<file path="config.mk">
export PLATFORM = sky130hd
export DESIGN_NAME = rj_mem_bank
export DESIGN_NICKNAME = d
export VERILOG_FILES = /design/src/rtl/rj_pkg.sv /design/src/rtl/rj_load_ctrl.sv /design/src/rtl/rj_mem_bank.sv
export SDC_FILE = /design/constraint.sdc
export NUM_CORES = 1
export LEC_CHECK = 0
export CORE_MARGIN = 2
export CORE_UTILIZATION = 55
export DETAILED_ROUTE_END_ITERATION = 16
export PLACE_DENSITY = 0.72
export SYNTH_ARGS = -nofsm -noshare
export SYNTH_HDL_FRONTEND = slang
export SYNTH_HIERARCHICAL = 1
export SYNTH_SLANG_ARGS = --single-unit
</file>
<file path="constraint.sdc">
create_clock -name Sclk -period 3.06 [get_ports Sclk]
set_input_delay 0.612 -clock Sclk [delete_from_list [all_inputs] [get_ports Sclk]]
set_output_delay 0.612 -clock Sclk [all_outputs]
set_load 0.05 [all_outputs]
</file>
<file path="src/rtl/rj_pkg.sv">
// Shared constants for the multi-channel rj table bank: default geometry,
// load-state encoding and a constant-foldable clog2.
package rj_pkg;

  localparam int RJ_WIDTH  = 16;
  localparam int RJ_DEPTH  = 16;
  localparam int RJ_NUM_CH = 2;

  // Load FSM encoding, kept as plain 2-bit constants for legacy tooling.
  localparam logic [1:0] ST_IDLE  = 2'd0;
  localparam logic [1:0] ST_LOAD  = 2'd1;
  localparam logic [1:0] ST_READY = 2'd2;

  // Ceiling log2, clamped to 1 so a width derived from it is never zero.
  function automatic int clog2(input int n);
    int r;
    r = 0;
    while ((1 << r) < n) r = r + 1;
    return (r < 1) ? 1 : r;
  endfunction

endpackage

</file>
<file path="src/rtl/rj_load_ctrl.sv">
// Load sequencer for the rj bank: IDLE/LOAD/READY state machine and the
// auto-incrementing write pointer that walks channel-major through all tables.
module rj_load_ctrl
  import rj_pkg::*;
#(
  parameter int DEPTH  = RJ_DEPTH,
  parameter int NUM_CH = RJ_NUM_CH,
  parameter int CH_W   = 1,
  parameter int ENT_W  = clog2(RJ_DEPTH)
) (
  input  logic             clk,
  input  logic             rst,
  input  logic             load_start_i,
  input  logic             wr_valid_i,
  output logic             wr_en_o,
  output logic [CH_W-1:0]  wr_ch_o,
  output logic [ENT_W-1:0] wr_ent_o,
  output logic             wr_ready_o,
  output logic             load_done_o
);

  localparam int TOTAL = NUM_CH * DEPTH;
  localparam int PTR_W = clog2(TOTAL);
  localparam logic [PTR_W-1:0] PTR_LAST = PTR_W'(TOTAL - 1);

  logic [1:0]       state_q, state_d;
  logic [PTR_W-1:0] ptr_q, ptr_d;
  logic [31:0]      ptr_ext;
  logic             wr_en;

  // Next-state logic; loadStart overrides everything, including a write
  // offered in the same cycle, so that word is dropped and ptr restarts.
  always_comb begin
    state_d = state_q;
    ptr_d   = ptr_q;
    wr_en   = 1'b0;
    if (load_start_i) begin
      state_d = ST_LOAD;
      ptr_d   = '0;
    end else begin
      case (state_q)
        ST_IDLE:  ;
        ST_LOAD: begin
          if (wr_valid_i) begin
            wr_en = 1'b1;
            // The last word is written this cycle; ptr parks rather than wraps.
            if (ptr_q == PTR_LAST) state_d = ST_READY;
            else                   ptr_d   = ptr_q + 1'b1;
          end
        end
        ST_READY: ;
        default:  state_d = ST_IDLE;
      endcase
    end
  end

  // State and pointer registers; async reset abandons any partial load.
  always_ff @(posedge clk or posedge rst) begin
    if (rst) begin
      state_q <= ST_IDLE;
      ptr_q   <= '0;
    end else begin
      state_q <= state_d;
      ptr_q   <= ptr_d;
    end
  end

  // Split the flat pointer into channel and entry (channel-major order).
  always_comb begin
    ptr_ext  = 32'(ptr_q);
    wr_ch_o  = CH_W'(ptr_ext / DEPTH);
    wr_ent_o = ENT_W'(ptr_ext % DEPTH);
  end

  assign wr_en_o     = wr_en;
  assign wr_ready_o  = (state_q == ST_LOAD);
  assign load_done_o = (state_q == ST_READY);

endmodule

</file>
<file path="src/rtl/rj_mem_bank.sv">
// NUM_CH independent rj tables loaded through a valid/ready stream and read
// through a one-cycle registered port with range and load-state checking.
module rj_mem_bank
  import rj_pkg::*;
#(
  parameter int WIDTH  = RJ_WIDTH,
  parameter int DEPTH  = RJ_DEPTH,
  parameter int NUM_CH = RJ_NUM_CH,
  parameter int ADDR_W = 5,
  parameter int CH_W   = 1
) (
  input  logic              Sclk,
  input  logic              Reset,
  input  logic              loadStart,
  input  logic              wrValid,
  input  logic [WIDTH-1:0]  wrData,
  output logic              wrReady,
  output logic              loadDone,
  input  logic              rdEn,
  input  logic [CH_W-1:0]   rdChannel,
  input  logic [ADDR_W-1:0] rdAddr,
  output logic [WIDTH-1:0]  rdData,
  output logic              rdValid,
  output logic              rdErr
);

  localparam int ENT_W = clog2(DEPTH);

  logic                          wr_en;
  logic [CH_W-1:0]               wr_ch;
  logic [ENT_W-1:0]              wr_ent;
  logic                          load_done;
  logic [NUM_CH-1:0][WIDTH-1:0]  ch_rd_word;
  logic [ENT_W-1:0]              rd_ent;
  logic                          rd_ok;
  logic [WIDTH-1:0]              rd_word;
  logic                          rd_valid_q;
  logic                          rd_err_q;
  logic [WIDTH-1:0]              rd_data_q;

  rj_load_ctrl #(
    .DEPTH  (DEPTH),
    .NUM_CH (NUM_CH),
    .CH_W   (CH_W),
    .ENT_W  (ENT_W)
  ) u_load_ctrl (
    .clk          (Sclk),
    .rst          (Reset),
    .load_start_i (loadStart),
    .wr_valid_i   (wrValid),
    .wr_en_o      (wr_en),
    .wr_ch_o      (wr_ch),
    .wr_ent_o     (wr_ent),
    .wr_ready_o   (wrReady),
    .load_done_o  (load_done)
  );

  assign rd_ent = rdAddr[ENT_W-1:0];

  // One table per channel; storage is deliberately not reset.
  for (genvar c = 0; c < NUM_CH; c++) begin : g_ch
    logic [WIDTH-1:0] tbl_q [DEPTH];

    // Write the word the sequencer has steered to this channel.
    always_ff @(posedge Sclk) begin
      if (wr_en && (wr_ch == CH_W'(c))) tbl_q[wr_ent] <= wrData;
    end

    assign ch_rd_word[c] = tbl_q[rd_ent];
  end

  // A read is legal only once loaded and with channel/entry in range; the
  // load state is sampled at issue, so a read racing LOAD->READY is rejected.
  always_comb begin
    rd_ok   = load_done
            && (32'(rdAddr)    < DEPTH)
            && (32'(rdChannel) < NUM_CH);
    rd_word = rd_ok ? ch_rd_word[rdChannel] : '0;
  end

  // Registered read result; idle cycles drive zeros rather than stale data.
  always_ff @(posedge Sclk or posedge Reset) begin
    if (Reset) begin
      rd_valid_q <= 1'b0;
      rd_err_q   <= 1'b0;
      rd_data_q  <= '0;
    end else begin
      rd_valid_q <= rdEn;
      rd_err_q   <= rdEn && !rd_ok;
      rd_data_q  <= rdEn ? rd_word : '0;
    end
  end

  assign loadDone = load_done;
  assign rdValid  = rd_valid_q;
  assign rdErr    = rd_err_q;
  assign rdData   = rd_data_q;

endmodule
</file>
==> results.toml, run 1 <==
[clock_tree]
path_clk_slew_ns = 0.06
cts_setup_buffers = 0
cts_tree = "built"
cts_max_level = 2
cts_inserted_buffers = 51
cts_max_path_buffers = 3
clkSinkCount = 537
root_buffer = "clkbuf_16"
post_cts_resized = 0
hold_buffers = 0
clock_latency_ns = 0.60

[global_routing]
overflow = 0
grt_pass1_wl_um = 67600
grt_max_degree = 36
antenna_found_initial = 0
grt_pass1_vias = 10100
grt_use_total = 0.246

[finish]
multi_input_area_um2 = 4270
drive_above_1_share = 0.233
seq_area_um2 = 16000
layout_commonest_cell = "edfxtp_1"
n_fill_cell = 2517
most-common-layout-cells = "edfxtp_1 (512), mux4_2 (100), buf_4 (74), mux2i_1 (66), clkbuf_16 (52)"
area_growth_pct = 14.3
fin_nets = 1095
antenna_cells = 0

[timing]
fin_ws_ns = 0.367
fin_crit_sh = 0.880
period_needed_ns = 2.69
setup_violations = 0
tightest_slew_ns = 1.11
max-slew-margin-rel = 0.255
setup-tns-final_ns = 0
fin_skew_ns = 0.0231
fmax_mhz = 371
hold_violations = 0
rsz0062_at_grt = "false"
final_max_slew_viol_count = 0

[pwr]
max-vdd-ir-drop_v = 0.000474
power.total_w = 0.0148
leakage_nw = 7.82
power.density_nw_per_um2 = 627

[floorplanning]
std_cell_rows = 71
die_area_um2 = 39200
coreArea_um2 = 37400
io_pins = 47
start_util = 0.553
die_h_um = 198
die_width_um = 198

[place]
port_buffers = 46
dp_hpwl_um = 28200
dp_slack_ns = 0.350
gp_congestion = 0.822

[setup_path]
critPathSlowestCell = "clkdlybuf4s50_1"
critPathBufInv = 1
worstRegToRegCells = 7
worstReg2RegEnd = "g_ch[0].tbl_q[12][14]"
crit_chain = "nor2b_1 -> clkdlybuf4s50_1"
required_ns = 2.45
r2r_slack_ns = 0.83
r2r_start = "u_load_ctrl/state_q[1]"
startpoint_type = "flip-flop"
cp.arrival_ns = 2.08
endpoint_kind = "output port"
crit_type = "flip-flop to output port"
path_delay_family = "buffers and inverters"
max_stage_delay_ns = 0.86
path_depth = 2
critical_path.max_fanout = 4

[synthesis]
postSynthCellCount = 939
syn_avg_cell_area_um2 = 22.0
mappedNetlistArea_um2 = 20700
ys_ff_latch = 537
synthArstFlopShare = 0.0466
synth-simple-area-share = 0.0189
ys_types = 42
synth-edff-count = 512
ys_seq_area_frac = 0.773
synth_top_family_by_area = "multiplexers"
synth_xor_xnor_area_share = 0.000423
synth_mux_area_frac = 0.157
syn-num-nets = 968
synth_compound_area_frac = 0.0293
ys_warn_count = 6
synth_adder_area_share = 0.00121
ys.flop_type = "edfxtp_1"

[job]
maxCapViolCount = 0

[route]
post_drt_via_cell_ratio = 6.24
drt_iter0_markers = 1187
wl_per_cell_um = 28.6
via_count = 10100
drc = 0
ant_nets = 0
drt-pass1-iter-count = 5
totalWireLength_um = 46300

[worst_hold_path]
hp-class = "input port to asynchronous set/reset pin"

[run_status]
status = "finished, final reports clean"
[cell usage after synthesis, types with 10 or more instances]
library cell / number / share of area
dfrtp_1: 25 / 0.030
buf_2: 18 / 0.0044
clkbuf_1: 11 / 0.0020
a22oi_1: 16 / 0.0058
nand2_1: 18 / 0.0033
mux4_2: 100 / 0.11
a31oi_1: 17 / 0.0051
a221oi_1: 10 / 0.0042
mux2i_1: 66 / 0.032
nor2_1: 44 / 0.0080
a221o_1: 16 / 0.0077
mux4_1: 12 / 0.015
edfxtp_1: 512 / 0.74
[registers in the layout, indices dropped and copies added, names as in the netlist]
register,count
g_ch.tbl_q,512
rdData,16
rdErr,1
rdValid,1
u_load_ctrl/ptr_q,5
u_load_ctrl/state_q,2
[how the worst max path moves through the flow]
stage                                start              endpoint  slack (ns)
floorplan           u_load_ctrl/state_q[1]  g_ch[0].tbl_q[14][0]        0.04
CTS                 u_load_ctrl/state_q[0]               wrReady        0.34
finish              u_load_ctrl/state_q[1]               wrReady        0.37
detailed placement                 wrValid  g_ch[0].tbl_q[12][8]        0.35
global placement                 rdAddr[0]             rdData[9]        0.39
global route        u_load_ctrl/state_q[1]               wrReady        0.27
[area by class of cell]
cell class                 instances  share of cell area
sequential                       537               0.677
clock inverter                    25             0.00746
tap                              511              0.0270
inverter                           4            0.000635
timing repair buffer             126              0.0479
clock buffer                      70              0.0596
multi-input combinational        346               0.181
[stage by stage]
stage	area [um^2]	instances	util	hold slack (ns)
after floorplan	20700	939	-	0.415
after global placement	22100	1524	0.590	0.618
after detailed placement	22100	1524	0.590	0.622
after CTS	23600	1619	0.632	0.511
after global routing	23600	1619	0.632	0.564
final	23600	1619	0.632	0.585
[power breakdown]
group | internal (W) | switching [W]
Combinational | 0.000270 | 0.000452
Clock | 0.00339 | 0.00262
Sequential | 0.00807 | 0.0000124
Total | 0.0117 | 0.00309
[layer usage]
metal,routed length [um],part of all wire,GRT usage,up-vias
li1,-,-,-,4205
met1,17800,0.38,0.341,5269
met2,22700,0.49,0.388,521
met3,3830,0.083,0.0400,100
met4,1960,0.042,0.118,0
met5,0,0,0,-
[kinds of logic (layout without fill, tap and decap cells)]
logic type	Yosys count	after routing
and+or+nand+nor	85	85
xor gates and xnor gates	1	1
AOI/OAI and AO/OA	79	79
adders and majority gates	2	2
DFF	537	537
muxes	179	179
buffers and inverters	56	225
[worst reg2reg max path, delay by kind of cell, from the launching register on]
family	cells	cell delay [ns]
flops	1	0.39
simple gates	6	1.30
buf+inv	1	0.24
Note: power is estimated with default switching activity, not from simulation.
==> inputs of run 2 (changes only) <==
Settings changed: CTS_CLUSTER_DIAMETER set to 150.
==> results of run 2 <==
Same layout as run 1: the final DEF is identical, and so are final timing and power.
